File: src/rtl/downsampler_pkg.sv
// ----------------------------------------------------------------------------
// downsampler_pkg
// Constants and types shared by the ratio inverter and the downsampler core.
//
// Contents:
//   ONE_VALUE    - ratio 1.0 in ufix_32_31 (largest legal ratio)
//   RATIO_MIN    - smallest legal ratio; keeps 2^53/R inside 32 bits
//   INV_ONE      - 2^53 / ONE_VALUE in ufix_32_22 (reset value of the inverse)
//   DIVIDEND_HI  - 2^53 >> 32, the initial partial remainder of the divide
//   LAST_STEP    - iteration index of the final quotient bit
//   ratio_state_e   - ratio inverter FSM states
//   ratio_in_range  - range check for an incoming ratio request
// ----------------------------------------------------------------------------
package downsampler_pkg;

    localparam logic [31:0] ONE_VALUE   = 32'h8000_0000;
    localparam logic [31:0] RATIO_MIN   = 32'h0020_0001;
    localparam logic [31:0] INV_ONE     = 32'h0040_0000;

    // 2^53 = 2^21 * 2^32. The upper 21-bit part is always below the divisor
    // (R > 2^21), so only 32 quotient bits can be non-zero and the divide
    // starts with this value already in the remainder.
    localparam logic [32:0] DIVIDEND_HI = 33'h0_0020_0000;

    localparam logic [5:0]  LAST_STEP   = 6'd31;

    typedef enum logic [1:0] {
        IDLE = 2'd0,
        CALC = 2'd1,
        DONE = 2'd2
    } ratio_state_e;

    function automatic logic ratio_in_range(input logic [31:0] ratio);
        return (ratio >= RATIO_MIN) && (ratio <= ONE_VALUE);
    endfunction

endpackage

File: src/rtl/ratio_inverter_if.sv
// ----------------------------------------------------------------------------
// ratio_inverter_if
// Stream-style request channel carrying a decimation ratio to the ratio
// inverter.
//
// Signals:
//   ratio_tdata  [31:0] requested ratio, ufix_32_31
//   ratio_tvalid        request valid (driven by master)
//   ratio_tready        receiver can accept (driven by slave)
//
// Modports:
//   master - request source
//   slave  - ratio inverter side
// ----------------------------------------------------------------------------
interface ratio_inverter_if;

    logic [31:0] ratio_tdata;
    logic        ratio_tvalid;
    logic        ratio_tready;

    modport master (
        output ratio_tdata,
        output ratio_tvalid,
        input  ratio_tready
    );

    modport slave (
        input  ratio_tdata,
        input  ratio_tvalid,
        output ratio_tready
    );

endinterface

File: src/rtl/recip_divider_seq.sv
// ----------------------------------------------------------------------------
// recip_divider_seq
// Sequential restoring divider computing floor(2^53 / divisor), one quotient
// bit per clock, MSB first, 32 iterations after start.
//
// Ports:
//   clk       in   clock
//   rst_n     in   asynchronous active-low reset
//   start     in   load divisor and begin a new divide on this edge
//   divisor   in   [31:0] divisor, must lie in RATIO_MIN..ONE_VALUE
//   done      out  high during the cycle whose closing edge resolves the
//                  last quotient bit; quotient is final after that edge
//   quotient  out  [31:0] quotient, held until the next start
// ----------------------------------------------------------------------------
module recip_divider_seq
    import downsampler_pkg::*;
(
    input  logic        clk,
    input  logic        rst_n,
    input  logic        start,
    input  logic [31:0] divisor,
    output logic        done,
    output logic [31:0] quotient
);

    logic [31:0] divisor_q, divisor_d;
    logic [32:0] rem_q,     rem_d;
    logic [31:0] quot_q,    quot_d;
    logic [5:0]  count_q,   count_d;
    logic        busy_q,    busy_d;

    // Trial step: the low 32 bits of the dividend are all zero, so each
    // iteration shifts a zero into the remainder before the compare.
    logic [32:0] rem_shift;
    logic        take_bit;

    assign rem_shift = {rem_q[31:0], 1'b0};
    assign take_bit  = (rem_shift >= {1'b0, divisor_q});

    always_comb begin
        divisor_d = divisor_q;
        rem_d     = rem_q;
        quot_d    = quot_q;
        count_d   = count_q;
        busy_d    = busy_q;

        if (start) begin
            divisor_d = divisor;
            rem_d     = DIVIDEND_HI;
            quot_d    = '0;
            count_d   = '0;
            busy_d    = 1'b1;
        end else if (busy_q) begin
            rem_d   = take_bit ? (rem_shift - {1'b0, divisor_q}) : rem_shift;
            quot_d  = {quot_q[30:0], take_bit};
            count_d = count_q + 6'd1;
            if (count_q == LAST_STEP) begin
                busy_d = 1'b0;
            end
        end
    end

    always_ff @(posedge clk or negedge rst_n) begin
        if (!rst_n) begin
            divisor_q <= '0;
            rem_q     <= '0;
            quot_q    <= '0;
            count_q   <= '0;
            busy_q    <= 1'b0;
        end else begin
            divisor_q <= divisor_d;
            rem_q     <= rem_d;
            quot_q    <= quot_d;
            count_q   <= count_d;
            busy_q    <= busy_d;
        end
    end

    assign done     = busy_q && (count_q == LAST_STEP);
    assign quotient = quot_q;

endmodule

File: src/rtl/ratio_inverter.sv
// ----------------------------------------------------------------------------
// ratio_inverter
// Accepts a decimation ratio R (ufix_32_31), range-checks it, computes
// floor(2^53 / R) (ufix_32_22) with a sequential divider and presents the
// pair {R, 1/R} to the downsampler core, updating both on the same edge.
//
// Ports:
//   aclk          in   clock
//   aresetn       in   asynchronous active-low reset
//   ratio_if      slave modport: ratio_tdata / ratio_tvalid / ratio_tready
//   freqRatio     out  [31:0] applied ratio
//   freqRatioInv  out  [31:0] inverse of applied ratio
//   params_valid  out  one-cycle pulse when a new pair is loaded
//   ratio_error   out  one-cycle pulse when a request is rejected
//
// Timing: accept at edge E0, new pair and params_valid at E33, ready again
// after E33, so back-to-back requests complete every 34 cycles.
// ----------------------------------------------------------------------------
module ratio_inverter
    import downsampler_pkg::*;
(
    input  logic              aclk,
    input  logic              aresetn,
    ratio_inverter_if.slave   ratio_if,
    output logic [31:0]       freqRatio,
    output logic [31:0]       freqRatioInv,
    output logic              params_valid,
    output logic              ratio_error
);

    ratio_state_e state_q, state_d;

    logic [31:0] ratio_q,          ratio_d;
    logic [31:0] freq_ratio_q,     freq_ratio_d;
    logic [31:0] freq_ratio_inv_q, freq_ratio_inv_d;
    logic        params_valid_q,   params_valid_d;
    logic        ratio_error_q,    ratio_error_d;
    logic        ready_q,          ready_d;

    logic        accept;
    logic        div_start;
    logic        div_done;
    logic [31:0] div_quotient;

    // ready is registered so it stays low throughout reset and rises on the
    // first edge after release.
    assign accept = ratio_if.ratio_tvalid && ready_q;

    recip_divider_seq u_divider (
        .clk      (aclk),
        .rst_n    (aresetn),
        .start    (div_start),
        .divisor  (ratio_if.ratio_tdata),
        .done     (div_done),
        .quotient (div_quotient)
    );

    always_comb begin
        state_d          = state_q;
        ratio_d          = ratio_q;
        freq_ratio_d     = freq_ratio_q;
        freq_ratio_inv_d = freq_ratio_inv_q;
        params_valid_d   = 1'b0;
        ratio_error_d    = 1'b0;
        div_start        = 1'b0;

        unique case (state_q)
            IDLE: begin
                if (accept) begin
                    if (ratio_in_range(ratio_if.ratio_tdata)) begin
                        ratio_d   = ratio_if.ratio_tdata;
                        div_start = 1'b1;
                        state_d   = CALC;
                    end else begin
                        ratio_error_d = 1'b1;
                    end
                end
            end
            CALC: begin
                // div_done marks the cycle whose edge writes the last bit.
                if (div_done) begin
                    state_d = DONE;
                end
            end
            DONE: begin
                freq_ratio_d     = ratio_q;
                freq_ratio_inv_d = div_quotient;
                params_valid_d   = 1'b1;
                state_d          = IDLE;
            end
            default: begin
                state_d = IDLE;
            end
        endcase

        ready_d = (state_d == IDLE);
    end

    always_ff @(posedge aclk or negedge aresetn) begin
        if (!aresetn) begin
            state_q          <= IDLE;
            ratio_q          <= ONE_VALUE;
            freq_ratio_q     <= ONE_VALUE;
            freq_ratio_inv_q <= INV_ONE;
            params_valid_q   <= 1'b0;
            ratio_error_q    <= 1'b0;
            ready_q          <= 1'b0;
        end else begin
            state_q          <= state_d;
            ratio_q          <= ratio_d;
            freq_ratio_q     <= freq_ratio_d;
            freq_ratio_inv_q <= freq_ratio_inv_d;
            params_valid_q   <= params_valid_d;
            ratio_error_q    <= ratio_error_d;
            ready_q          <= ready_d;
        end
    end

    assign ratio_if.ratio_tready = ready_q;
    assign freqRatio             = freq_ratio_q;
    assign freqRatioInv          = freq_ratio_inv_q;
    assign params_valid          = params_valid_q;
    assign ratio_error           = ratio_error_q;

endmodule

File: src/flat_wrapper.sv
// flat-port wrapper written by rule: the top's interface ports become plain ports
module ratio_inverter_flat import downsampler_pkg::*;
  (aclk, aresetn, freqRatio, freqRatioInv, params_valid, ratio_error, ratio_if_ratio_tdata, ratio_if_ratio_tvalid, ratio_if_ratio_tready);
  ratio_inverter_if ratio_if_i ();
  input  logic aclk;
  input  logic aresetn;
  output logic [31:0] freqRatio;
  output logic [31:0] freqRatioInv;
  output logic params_valid;
  output logic ratio_error;
  input wire logic [$bits(ratio_if_i.ratio_tdata)-1:0] ratio_if_ratio_tdata;
  input wire logic [$bits(ratio_if_i.ratio_tvalid)-1:0] ratio_if_ratio_tvalid;
  output wire logic [$bits(ratio_if_i.ratio_tready)-1:0] ratio_if_ratio_tready;
  assign ratio_if_i.ratio_tdata = ratio_if_ratio_tdata;
  assign ratio_if_i.ratio_tvalid = ratio_if_ratio_tvalid;
  assign ratio_if_ratio_tready = ratio_if_i.ratio_tready;
  ratio_inverter u_core (.aclk(aclk), .aresetn(aresetn), .ratio_if(ratio_if_i), .freqRatio(freqRatio), .freqRatioInv(freqRatioInv), .params_valid(params_valid), .ratio_error(ratio_error));
endmodule
File: config.mk
export PLATFORM = sky130hd
export DESIGN_NAME = ratio_inverter_flat
export DESIGN_NICKNAME = d
export VERILOG_FILES = /design/src/rtl/downsampler_pkg.sv /design/src/rtl/ratio_inverter_if.sv /design/src/rtl/recip_divider_seq.sv /design/src/rtl/ratio_inverter.sv /design/src/flat_wrapper.sv
export SDC_FILE = /design/constraint.sdc
export NUM_CORES = 1
export LEC_CHECK = 0
export CELL_PAD_IN_SITES_DETAIL_PLACEMENT = 2
export CELL_PAD_IN_SITES_GLOBAL_PLACEMENT = 2
export CORE_ASPECT_RATIO = 0.6
export CORE_MARGIN = 4
export CORE_UTILIZATION = 35
export DETAILED_ROUTE_END_ITERATION = 16
export MAX_ROUTING_LAYER = met4
export PLACE_DENSITY_LB_ADDON = 0.1
export SETUP_SLACK_MARGIN = 0.2
export SYNTH_ARGS = -nofsm -noshare
export SYNTH_HDL_FRONTEND = slang
export SYNTH_SLANG_ARGS = --single-unit
File: constraint.sdc
create_clock -name aclk -period 3.9 [get_ports aclk]
set_clock_uncertainty 0.15 [all_clocks]
set_input_delay 0.585 -clock aclk [delete_from_list [all_inputs] [get_ports aclk]]
set_output_delay 0.585 -clock aclk [all_outputs]
set_load 0.005 [all_outputs]
==> Word-level counts from Yosys, hierarchy flattened <==
Index checks and enable logic that the tools add are counted.
{ "totals": {"reg_bits": 204, "inputBits": 35, "out_inout_bits": 67, "word_cells": 48} }
{ "op_classes": {"addsub": 2, "order_cmp": 3, "n_eq_ne": 3, "mux": 21, "reduce_logical": 7} }
{ "ops": {"columns": ["operator", "n"], "rows": [
  ["$mux 32", 5],
  ["$ge 33x32->1", 1],
  ["$ge 32x22->1 const B", 1],
  ["$le 32x32->1 const B", 1],
  ["$sub 32x32->32", 1],
  ["$mux 6", 2],
  ["$mux 1", 10],
  ["$add 6x1->6 const B", 1],
  ["$eq 6x5->1 const B", 1],
  ["$mux 2", 3],
  ["$logic_not 2->1", 2],
  ["$pmux 2 s2", 1],
  ["$logic_and 1x1->1", 3],
  ["$reduce_and 3->1", 1],
  ["$eq 2x1->1 const B", 1],
  ["$eq 2x2->1 const B", 1],
  ["$reduce_bool 2->1", 1]
]} }

==> Logic depth before layout (Yosys ltp) <==
Gate-level depths: netlist of run 1.
{ "logic_depth": {"word_depth": 6, "depth_mapped": 14, "mapped_depth_nobuf": 12} }

==> Cells and area by module <==
A second synthesis of run 1 with hierarchy kept.
{ "unflattened": {"cells_unflattened": 909, "area_unflattened_um2": 10075.9} }
{ "by_module_without_submodules": {"columns": ["module", "n_inst", "cells_per_inst", "area_per_inst_um2", "seq_area_each_um2"], "rows": [
  ["recip_divider_seq", 1, 672, 6216.0, 2577.5],
  ["ratio_inverter", 1, 237, 3860.0, 2531.2]
]} }

==> Worst setup path after synthesis of run 1 <==
Ideal clock, no wire load.
{ "synth_path": {"path_type": "flip-flop to flip-flop", "from": "register u_core.u_divider.divisor_q[0]", "to": "register u_core.u_divider.rem_q[26]", "setup_time_ns": 0.141, "arrival_time_ns": 2.572, "t_required_ns": 3.609, "path_slack_ns": 1.037, "stages_incl_launch_ff": 11, "synth_period_minus_slack_ns": 2.863, "path_cell_list": "dfrtp_1 > fa_1 > and2b_1 > o2111ai_1 > a2111oi_1 > o31ai_1 > a31oi_1 > nand4_1 > o211ai_1 > xnor2_1 > a31oi_1"} }
{ "synth_between": {"elab_chain_cells": 4, "elab_cells_between_ends": 5, "classes_between": "add/sub: 1; order compare: 1; mux: 3"} }
{ "synth_rtl": {"columns": ["element", "line_no", "source"], "rows": [
  ["start: declaration", "recip_divider_seq.sv:26", "logic [31:0] divisor_q, divisor_d;"],
  ["start signal: assignment", "recip_divider_seq.sv:71", "divisor_q <= divisor_d;"],
  ["$sub 32x32->32 or $ge 33x32->1 (tied branches)", "recip_divider_seq.sv:54, recip_divider_seq.sv:38", null],
  ["$mux 32 (*)", "recip_divider_seq.sv:54", "rem_d = take_bit ? (rem_shift - {1'b0, divisor_q}) : rem_shift;"],
  ["$mux 32 (*)", "recip_divider_seq.sv:53", "end else if (busy_q) begin"],
  ["$mux 32 (*)", "recip_divider_seq.sv:47", "if (start) begin"],
  ["end signal: assignment", "recip_divider_seq.sv:72", "rem_q <= rem_d;"],
  ["end: declaration", "recip_divider_seq.sv:27", "logic [32:0] rem_q, rem_d;"]
]} }
Every way passes the cells marked *; elsewhere a longest branch is shown, timed or not. The select of a mux whose other input is x is not followed.
A chain may end at the register's enable or synchronous reset.

==> Worst setup path after layout of run 1 <==
{ "layout_path": {"from": "register u_core.u_divider.divisor_q[4]", "to": "register u_core.u_divider.rem_q[31]"} }
The elaborated chain is that of the path after synthesis.

==> results of run 1 <==
[repair_timing]
item,4_1_cts,5_1_grt
hold endpoints to repair,0,0
gates resized for setup,0,2
endpoints found under the setup margin,0,2
[cell usage in the layout (no fill, tap or decap), types with 4 or more instances in the layout]
cell type and instances:
mux2_2 64, clkbuf_16 22, a31oi_1 10, o211ai_1 6
inv_1 44, nor3_1 7, a211oi_1 20, o21ai_0 64
clkinv_2 4, a21oi_1 59, clkbuf_1 6, nand2_1 132
nand4_1 11, xnor2_1 20, and2_1 5, nand2b_1 7
ha_1 33, nand3_1 9, clkdlybuf4s50_1 100, and3_1 9
a21o_1 17, nor2_1 82, xor2_1 8, buf_4 15
dfrtp_1 200, buf_12 5, mux2i_1 35, nor4_1 6
o21bai_1 4
[flip-flops by register name, summed over array words and instances (netlist names)]
name / flops
u_core.freqRatio: 32
u_core.state_q: 2
u_core.u_divider.busy_q: 1
u_core.u_divider.quotient: 32
u_core.params_valid: 1
u_core.u_divider.rem_q: 32
u_core.ratio_error: 1
u_core.u_divider.count_q: 6
u_core.ratio_q: 32
u_core.freqRatioInv: 32
u_core.ratio_if.ratio_tready: 1
u_core.u_divider.divisor_q: 32
[path summary, 6_finish.rpt]
path                                                    start                          to  slack, ns  depth (start not counted)
worst max-delay path            u_core.u_divider.divisor_q[4]  u_core.u_divider.rem_q[31]       0.44                         11
worst min-delay path                                  aresetn         u_core.freqRatio[5]      -0.03                          1
worst max register to register  u_core.u_divider.divisor_q[4]  u_core.u_divider.rem_q[31]       0.44                         11
worst min register to register             u_core.ratio_q[25]          u_core.ratio_q[25]       0.32                          2
max in group asynchronous                             aresetn     u_core.u_divider.busy_q       2.71                          2
min in group aclk                          u_core.ratio_q[25]          u_core.ratio_q[25]       0.32                          2
[layout make-up]
type | instances | area share
clock buffers | 30 | 0.0500
clock inverters | 9 | 0.00562
inverters | 45 | 0.0141
multi-input cells | 661 | 0.364
flip-flops and latches | 204 | 0.425
well taps | 367 | 0.0382
repair buffers | 121 | 0.102
[metal layers]
metal,up-vias,part of all wire,GRT usage
met3,32,0.035,0.0301
met5,-,0,-
met2,97,0.41,0.278
li1,3537,-,-
met1,3939,0.54,0.325
met4,0,0.014,0.0313
[logic make-up after synthesis]
family	Yosys count	share of synthesized area
mux	99	0.108
fa+ha+maj	34	0.0438
flops	204	0.517
xor+xnor	28	0.0248
buf+inv	97	0.0417
simple gates	289	0.131
compound gates	211	0.133
[critical path: stages (launching register included)]
cell and delay [ns]:
dfrtp_1 0.37, inv_1 0.21, ha_1 0.34, a21o_1 0.20, a31oi_1 0.13, o21ai_1 0.18
a21oi_1 0.51, o21ai_0 0.28, a41oi_1 0.43, a21oi_1 0.12, o311a_1 0.34, nor2_1 0.11
[power by group through the flow]
| stage | sequential [mW] | clock [mW] | combinational, mW |
|---|---|---|---|
| detailed placement | 3.23 | 0 | 4.80 |
| CTS | 3.20 | 2.06 | 4.86 |
| floorplan | 3.02 | 0 | 3.59 |
| finish | 3.19 | 1.99 | 4.86 |
| global placement | 3.20 | 0 | 4.62 |
| global route | 3.28 | 2.16 | 5.46 |
[through the flow]
| stage | util | std cells | setup slack, ns | instance area [um^2] |
|---|---|---|---|---|
| after floorplan | - | 962 | 1.04 | 9880 |
| after global placement | 0.409 | 1398 | 0.353 | 11300 |
| after detailed placement | 0.409 | 1398 | 0.299 | 11300 |
| after CTS | 0.434 | 1437 | 0.437 | 12000 |
| after global routing | 0.434 | 1437 | 0.279 | 12000 |
| final | 0.434 | 1437 | 0.445 | 12000 |
==> impl_metrics.json, run 1 <==
{
  "synthArstFlopShare": 1.00,
  "hp-class": "input port to asynchronous set/reset pin",
  "fillCellCount": 2907,
  "p_total_mw": 10.0,
  "drive_gt1_frac": 0.128,
  "antennaDiodeCount": 0,
  "cts_setup_buffers": 0,
  "die_area_um2": 31100,
  "synth_top_area_cell": "dfrtp_1",
  "syn_avg_cell_area_um2": 10.3,
  "synthFlopType": "dfrtp_1",
  "outcome": "finished, violations left",
  "ys_warn_count": 0,
  "htreeDepth": 1,
  "start_util": 0.357,
  "synth_cell_types": 64,
  "cts_hold_buf": 0,
  "drc": 0,
  "cp.required_ns": 4.20,
  "drtIter0Drc": 501,
  "dieWidth_um": 225,
  "area_growth_pct": 21.6,
  "post-route-period-util": 0.886,
  "core_um2": 27700,
  "synth_cells": 962,
  "relSlewSlack": 0.391,
  "rsz0062_at_grt": "no",
  "grt_overflow_total": 0,
  "cts_tree": "yes",
  "seq_power_share": 0.318,
  "nets": 1124,
  "ys_ff_latch": 204,
  "ant_nets": 0,
  "comb_power_share": 0.484,
  "viasPerCell": 5.29,
  "hold_slack_ns": -0.0330,
  "first_pass_iters": 5,
  "hold_viol": 10,
  "synth_common_cells": "dfrtp_1 (201), nand2_1 (132), nor2_1 (82), o21ai_0 (65), mux2_2 (64)",
  "track_usage": 0.204,
  "port_buffers": 101,
  "yosysMostFrequentCell": "dfrtp_1",
  "clkSinkCount": 204,
  "setup_viol": 0,
  "die_y_um": 138,
  "hpwlAfterDp_mm": 22.2,
  "cts-root-buf": "clkbuf_16",
  "arrival_ns": 3.76,
  "seqCellArea_um2": 5110,
  "routed_wl_mm": 30.6,
  "worstPathMaxFanout": 5,
  "syn-cell-area_um2": 9880,
  "ir_worst_vdd_v": 0.000405,
  "fin_tns_setup_ns": 0,
  "swShare": 0.425,
  "grt_pass1_vias": 8153,
  "synth_top_area_frac": 0.509,
  "cts_made_buffers": 22,
  "pwr-share-clk": 0.198,
  "crit_path_end_kind": "flop",
  "synth.yosys.seq_area_share": 0.517,
  "rows": 47,
  "synth_enable_flop_cells": 0,
  "grt_max_degree": 95,
  "drv_cap": 0,
  "via_count": 7605,
  "fmax_mhz": 289,
  "drv_slew": 0,
  "p_leak_nw": 5.58,
  "violations": "hold timing",
  "clock_path_buffers": 3,
  "p_per_area_nw_per_um2": 836,
  "worstMarginPinSlew_ns": 0.913,
  "cts.clk_slew.worst_paths_ns": 0.06,
  "antenna_found_initial": 0,
  "p_sw_mw": 4.27,
  "clk_latency_ns": 0.53,
  "p_int_mw": 5.78,
  "multiInputGateArea_um2": 4380,
  "synth.area.top_cells": "dfrtp_1 (51%), mux2_2 (7.3%), nand2_1 (5.0%), ha_1 (4.2%), mux2i_1 (3.5%)",
  "pin_count": 102,
  "crit_type": "flop to flop",
  "grt_first_pass_wirelength_mm": 49.4,
  "avgRoutedWirePerCell_um": 21.3,
  "finalCriticalPeriod_ns": 3.46,
  "synth_fp_nets": 1031,
  "critPathLaunchType": "flop",
  "place_congestion": 0.819
}
Power figures use the tool's default switching activity.
==> run 2, diff against run 1 <==
--- a/config.mk
+++ b/config.mk
@@ -5,11 +5,12 @@
 export SDC_FILE = /design/constraint.sdc
 export NUM_CORES = 1
 export LEC_CHECK = 0
+export ABC_AREA = 1
 export CELL_PAD_IN_SITES_DETAIL_PLACEMENT = 2
 export CELL_PAD_IN_SITES_GLOBAL_PLACEMENT = 2
 export CORE_ASPECT_RATIO = 0.6
-export CORE_MARGIN = 4
-export CORE_UTILIZATION = 35
+export CORE_MARGIN = 3
+export CORE_UTILIZATION = 34
 export DETAILED_ROUTE_END_ITERATION = 16
 export MAX_ROUTING_LAYER = met4
 export PLACE_DENSITY_LB_ADDON = 0.1
==> impl_metrics.json, run 2 <==
{
  "yosysMostFrequentCell": "nand2_1",
  "place_congestion": 0.880,
  "m1WireLength_mm": 19.7,
  "dieWidth_um": 235,
  "crit_type": "flop to flop",
  "p_total_mw": 4.49,
  "cts.clk_slew.worst_paths_ns": 0.07,
  "fillCellCount": 3526,
  "wl_met2_mm": 16.9,
  "top_layer": "met4",
  "clk_latency_ns": 0.52,
  "relSlewSlack": 0.385,
  "finalCriticalPeriod_ns": 3.19,
  "worst_slack_ns": 0.706,
  "hp-class": "input port to asynchronous set/reset pin",
  "pin_count": 102,
  "layout_common_cells": "nand2_1 (428), inv_1 (270), dfrtp_1 (201), o21ai_0 (124), clkdlybuf4s50_1 (100)",
  "drtIter0Drc": 573,
  "first_pass_iters": 5,
  "synth.yosys.seq_area_share": 0.476,
  "clkSinkCount": 204,
  "die_area_um2": 33800,
  "worstMarginPinSlew_ns": 0.922,
  "nets": 1580,
  "grt_overflow_total": 0,
  "viasPerCell": 4.95,
  "antennaDiodeCount": 0,
  "hold_slack_ns": -0.0440,
  "area_growth_pct": 20.3,
  "fin_tns_setup_ns": 0,
  "arrival_ns": 3.45,
  "cts_tree": "yes",
  "hold_viol": 13,
  "via_count": 9581,
  "cp.required_ns": 4.16,
  "track_usage": 0.237,
  "post-route-period-util": 0.819,
  "fmax_mhz": 313,
  "synth_fp_nets": 1487,
  "clock_path_buffers": 3,
  "start_util": 0.352,
  "p_per_area_nw_per_um2": 348,
  "synthFlopType": "dfrtp_1",
  "ys_ff_latch": 204,
  "outcome": "finished, violations left",
  "port_buffers": 101,
  "grt_first_pass_wirelength_mm": 61.2,
  "grt_max_degree": 113,
  "dr_wl_met3_mm": 1.44,
  "setup_viol": 0,
  "cts_made_buffers": 22,
  "drive_gt1_frac": 0.0478,
  "cts_setup_buffers": 0,
  "synth_cell_types": 36,
  "die_y_um": 144,
  "worstPathMaxFanout": 33,
  "critPathLaunchType": "flop",
  "drv_cap": 0,
  "cpMostUsedCell": "nand2_1",
  "ant_nets": 0,
  "ys_warn_count": 0,
  "antenna_found_initial": 0,
  "violations": "hold timing",
  "max_stage_delay_ns": 0.42,
  "syn_avg_cell_area_um2": 7.56,
  "synth.area.top_cells": "dfrtp_1 (47%), nand2_1 (15%), inv_1 (9.5%), o21ai_0 (5.8%), nand3_1 (4.5%)",
  "avgRoutedWirePerCell_um": 19.9,
  "core_um2": 30500,
  "syn-cell-area_um2": 10700,
  "cts_hold_buf": 0,
  "drc": 0,
  "crit_path_end_kind": "flop",
  "dpl_cell_area_um2": 12100,
  "synthArstFlopShare": 1.00,
  "synth_cells": 1418,
  "hpwlAfterDp_mm": 28.7,
  "cts-root-buf": "clkbuf_16",
  "routed_wl_mm": 38.5,
  "htreeDepth": 1,
  "cp_top_family": "simple AND/OR/NAND/NOR gates",
  "ir_worst_vdd_v": 0.000267,
  "drv_slew": 0,
  "dp_cells": 1895,
  "rsz0062_at_grt": "no",
  "synth_top_area_cell": "dfrtp_1",
  "grt_pass1_vias": 10500,
  "synth_top_area_frac": 0.469,
  "fin_util": 0.423,
  "path_cells": "ha_1 -> nand2_1 -> nor2_1 -> nand2_1 -> nor4_2 -> nand2_2 -> nand2_4 -> buf_4 -> nand3_1 -> nand3_1 -> nand2_1",
  "post-place-ws_ns": 0.411,
  "final_cells": 1935,
  "seqCellArea_um2": 5110,
  "design_area_um2": 12900,
  "rows": 49,
  "p_leak_nw": 6.58,
  "synth_common_cells": "nand2_1 (428), inv_1 (271), dfrtp_1 (201), o21ai_0 (124), nand3_1 (96)",
  "synth_enable_flop_cells": 0,
  "multiInputGateArea_um2": 4290,
  "cts_resized": 0,
  "final_common_cell": "nand2_1",
  "path_buf_inv": 1,
  "crit_path_top_delay_cell": "ha_1"
}
[run 2: path summary, 6_finish.rpt]
path / startpoint / to / slack (ns) / cells past startpoint
max: u_core.u_divider.rem_q[18] / u_core.u_divider.rem_q[22] / 0.71 / 11
min: aresetn / u_core.freqRatioInv[8] / -0.04 / 1
max reg2reg: u_core.u_divider.rem_q[18] / u_core.u_divider.rem_q[22] / 0.71 / 11
min reg2reg: u_core.freqRatio[26] / u_core.freqRatio[26] / 0.34 / 2
max in group asynchronous: aresetn / u_core.freqRatioInv[22] / 2.74 / 2
min in group aclk: u_core.freqRatio[26] / u_core.freqRatio[26] / 0.34 / 2
[run 2: logic make-up after synthesis]
| kind of cell | after synthesis | share of synthesized area |
|---|---|---|
| buf+inv | 322 | 0.123 |
| compound gates | 211 | 0.103 |
| xor+xnor | 16 | 0.0131 |
| simple gates | 631 | 0.244 |
| flops | 204 | 0.476 |
| fa+ha+maj | 34 | 0.0404 |
[run 2: metal layers]
layer / up-vias / track usage
li1: 4572 / -
met1: 4820 / 0.336
met2: 150 / 0.373
met3: 39 / 0.0332
met4: 0 / 0.0342
met5: - / -
[run 2: cell type report]
cell class,instances,share of cell area
Tap cell,408,0.0396
Clock inverter,9,0.00902
Clock buffer,31,0.0516
Inverter,277,0.0809
Timing Repair Buffer,114,0.0902
Sequential cell,204,0.396
Multi-Input combinational cell,892,0.333
[run 2: where the power goes]
group | switching (mW) | internal [mW] | total (mW)
logic | 0.0687 | 0.0396 | 0.108
registers | 0 | 2.12 | 2.12
clock network | 0.927 | 1.33 | 2.26
total | 0.996 | 3.49 | 4.49
[run 2: worst register-to-register path, delay by kind of cell, from the launching register on]
| kind | cells | cell delay (ns) |
|---|---|---|
| fa+ha+maj | 1 | 0.42 |
| buf+inv | 1 | 0.40 |
| flops | 1 | 0.40 |
| simple gates | 9 | 1.70 |
==> run 3, diff against run 2 <==
==> constraint.sdc (replaced) <==
create_clock -name aclk -period 3 [get_ports aclk]
set_clock_uncertainty 0.15 [all_clocks]
set_input_delay 0.45 -clock aclk [delete_from_list [all_inputs] [get_ports aclk]]
set_output_delay 0.45 -clock aclk [all_outputs]
set_load 0.005 [all_outputs]
==> impl_metrics.json, run 3 (synthesis gave the netlist of run 2 again) <==
{
  "outcome": "complete, no violations",
  "area_growth_pct": 21.7,
  "die_y_um": 144,
  "arrival_ns": 2.90,
  "clkSinkCount": 204,
  "rsz0062_at_grt": "no",
  "htreeDepth": 1,
  "antenna_found_initial": 3,
  "pwr-share-clk": 0.471,
  "grt_overflow_total": 0,
  "dp_cells": 1921,
  "relSlewSlack": 0.619,
  "comb_power_share": 0.027,
  "via_count": 9646,
  "drive_gt1_frac": 0.0594,
  "critical_path.endpoint": "u_core.u_divider.rem_q[18]",
  "cts.clk_slew.worst_paths_ns": 0.06,
  "hpwlAfterDp_mm": 29.2,
  "p_int_mw": 4.25,
  "routed_wl_mm": 38.7,
  "finalCriticalPeriod_ns": 2.67,
  "startpoint": "u_core.u_divider.divisor_q[1]",
  "worstMarginPinSlew_ns": 0.572,
  "nets": 1606,
  "final_common_cell": "nand2_1",
  "drv_cap": 0,
  "grt_first_pass_wirelength_mm": 61.1,
  "reg2reg_slack_ns": 0.33,
  "hold_slack_ns": 0.337,
  "core_um2": 30500,
  "ir_worst_vdd_v": 0.000286,
  "fin_tns_setup_ns": 0,
  "hp-class": "input port to asynchronous set/reset pin",
  "grt_pass1_vias": 10500,
  "grt_max_degree": 77,
  "fillCellCount": 3521,
  "track_usage": 0.238,
  "p_per_area_nw_per_um2": 419,
  "avgRoutedWirePerCell_um": 19.7,
  "pin_count": 102,
  "cts_setup_buffers": 0,
  "p_sw_mw": 1.22,
  "place_congestion": 0.853,
  "swShare": 0.223,
  "cp.required_ns": 3.24,
  "fin_util": 0.428,
  "crit_path_end_kind": "flop",
  "die_area_um2": 33800,
  "first_pass_iters": 4,
  "setup_viol": 0,
  "seq_power_share": 0.502,
  "drc": 0,
  "rows": 49,
  "worstPathMaxFanout": 21,
  "final_cells": 1961,
  "ant_nets": 0,
  "cts_tree": "yes",
  "regToRegEndpoint": "u_core.u_divider.rem_q[18]",
  "p_leak_nw": 6.67,
  "post-route-period-util": 0.889,
  "hold_viol": 0,
  "layout_common_cells": "nand2_1 (428), inv_1 (270), dfrtp_1 (201), o21ai_0 (124), clkdlybuf4s50_1 (100)",
  "cts-root-buf": "clkbuf_16",
  "start_util": 0.352,
  "rr_startpoint": "u_core.u_divider.divisor_q[1]",
  "clock_path_buffers": 3,
  "reg2reg_depth": 13,
  "cts_made_buffers": 21,
  "fmax_mhz": 375,
  "viasPerCell": 4.92,
  "drv_slew": 0,
  "port_buffers": 101,
  "clk_latency_ns": 0.50,
  "critPathLaunchType": "flop",
  "drtIter0Drc": 501,
  "crit_type": "flop to flop",
  "dieWidth_um": 235
}
## run 3: cell types whose count changed in the layout (fill, tap and decap cells not counted), sizes merged
cell,previous run,this run
buf,14,40
bufinv,2,0
clkbuf,31,34
clkinv,9,5
clkinvlp,1,0
diode,0,3
dlygate4sd3,0,1
## run 3: what timing repair did
item / in CTS / in global routing
hold buffers: 1 / 0
gates resized for setup: 1 / 5
setup endpoints to repair: 5 / 23
endpoints found under the hold margin: 62 / 0
## run 3: layout make-up
type	instances	area [um^2]	share of cell area
sequential	204	5110	0.391
multi-input combinational	892	4310	0.330
timing repair buffer	141	1420	0.109
inverter	277	1040	0.0799
clock buffer	34	634	0.0486
tap	408	510	0.0391
clock inverter	2	17.5	0.00134
antenna	3	7.51	0.000575
## run 3: worst min path at each step
stage,from,endpoint,slack [ns],depth (start not counted)
global route,u_core.freqRatio[21],u_core.freqRatio[21],0.37,2
finish,aresetn,u_core.freqRatioInv[7],0.34,2
floorplan,aresetn,u_core.freqRatioInv[0],0.004,0
CTS,u_core.freqRatio[0],u_core.freqRatio[0],0.34,2
detailed placement,aresetn,u_core.freqRatioInv[7],0.29,1
global placement,aresetn,u_core.freqRatioInv[7],0.30,1
## run 3: worst max-delay path, cell delays in order, from the launching register on
cell	delay, ns
dfrtp_1	0.38
inv_1	0.07
ha_1	0.34
ha_1	0.31
nand2_1	0.08
nor2_1	0.20
nand4_1	0.18
nor2_4	0.17
nor2_4	0.07
nand2_4	0.14
buf_12	0.18
nand3_1	0.13
nand3_1	0.10
nand2_1	0.05
## run 3: through the flow
stage	cell area, um^2	setup slack [ns]	power, mW
floorplan	10700	0.952	2.82
global placement	12400	0.164	2.95
detailed placement	12400	0.0243	2.95
CTS	13000	0.292	5.55
global route	13100	0.164	5.69
finish	13100	0.334	5.47
## run 3: power by group through the flow
| stage | combinational [mW] | sequential (mW) | clock, mW |
|---|---|---|---|
| after floorplan | 0.0153 | 2.80 | 0 |
| after global placement | 0.145 | 2.80 | 0 |
| after detailed placement | 0.149 | 2.80 | 0 |
| after CTS | 0.152 | 2.75 | 2.65 |
| after global routing | 0.165 | 2.75 | 2.78 |
| final | 0.147 | 2.75 | 2.58 |
## run 3: metal layers
metal	global-route usage	share of wire	vias up
met1	0.338	0.51	4876
met4	0.0281	0.010	0
met5	-	0	-
met3	0.0384	0.032	30
li1	-	-	4627
met2	0.371	0.45	113
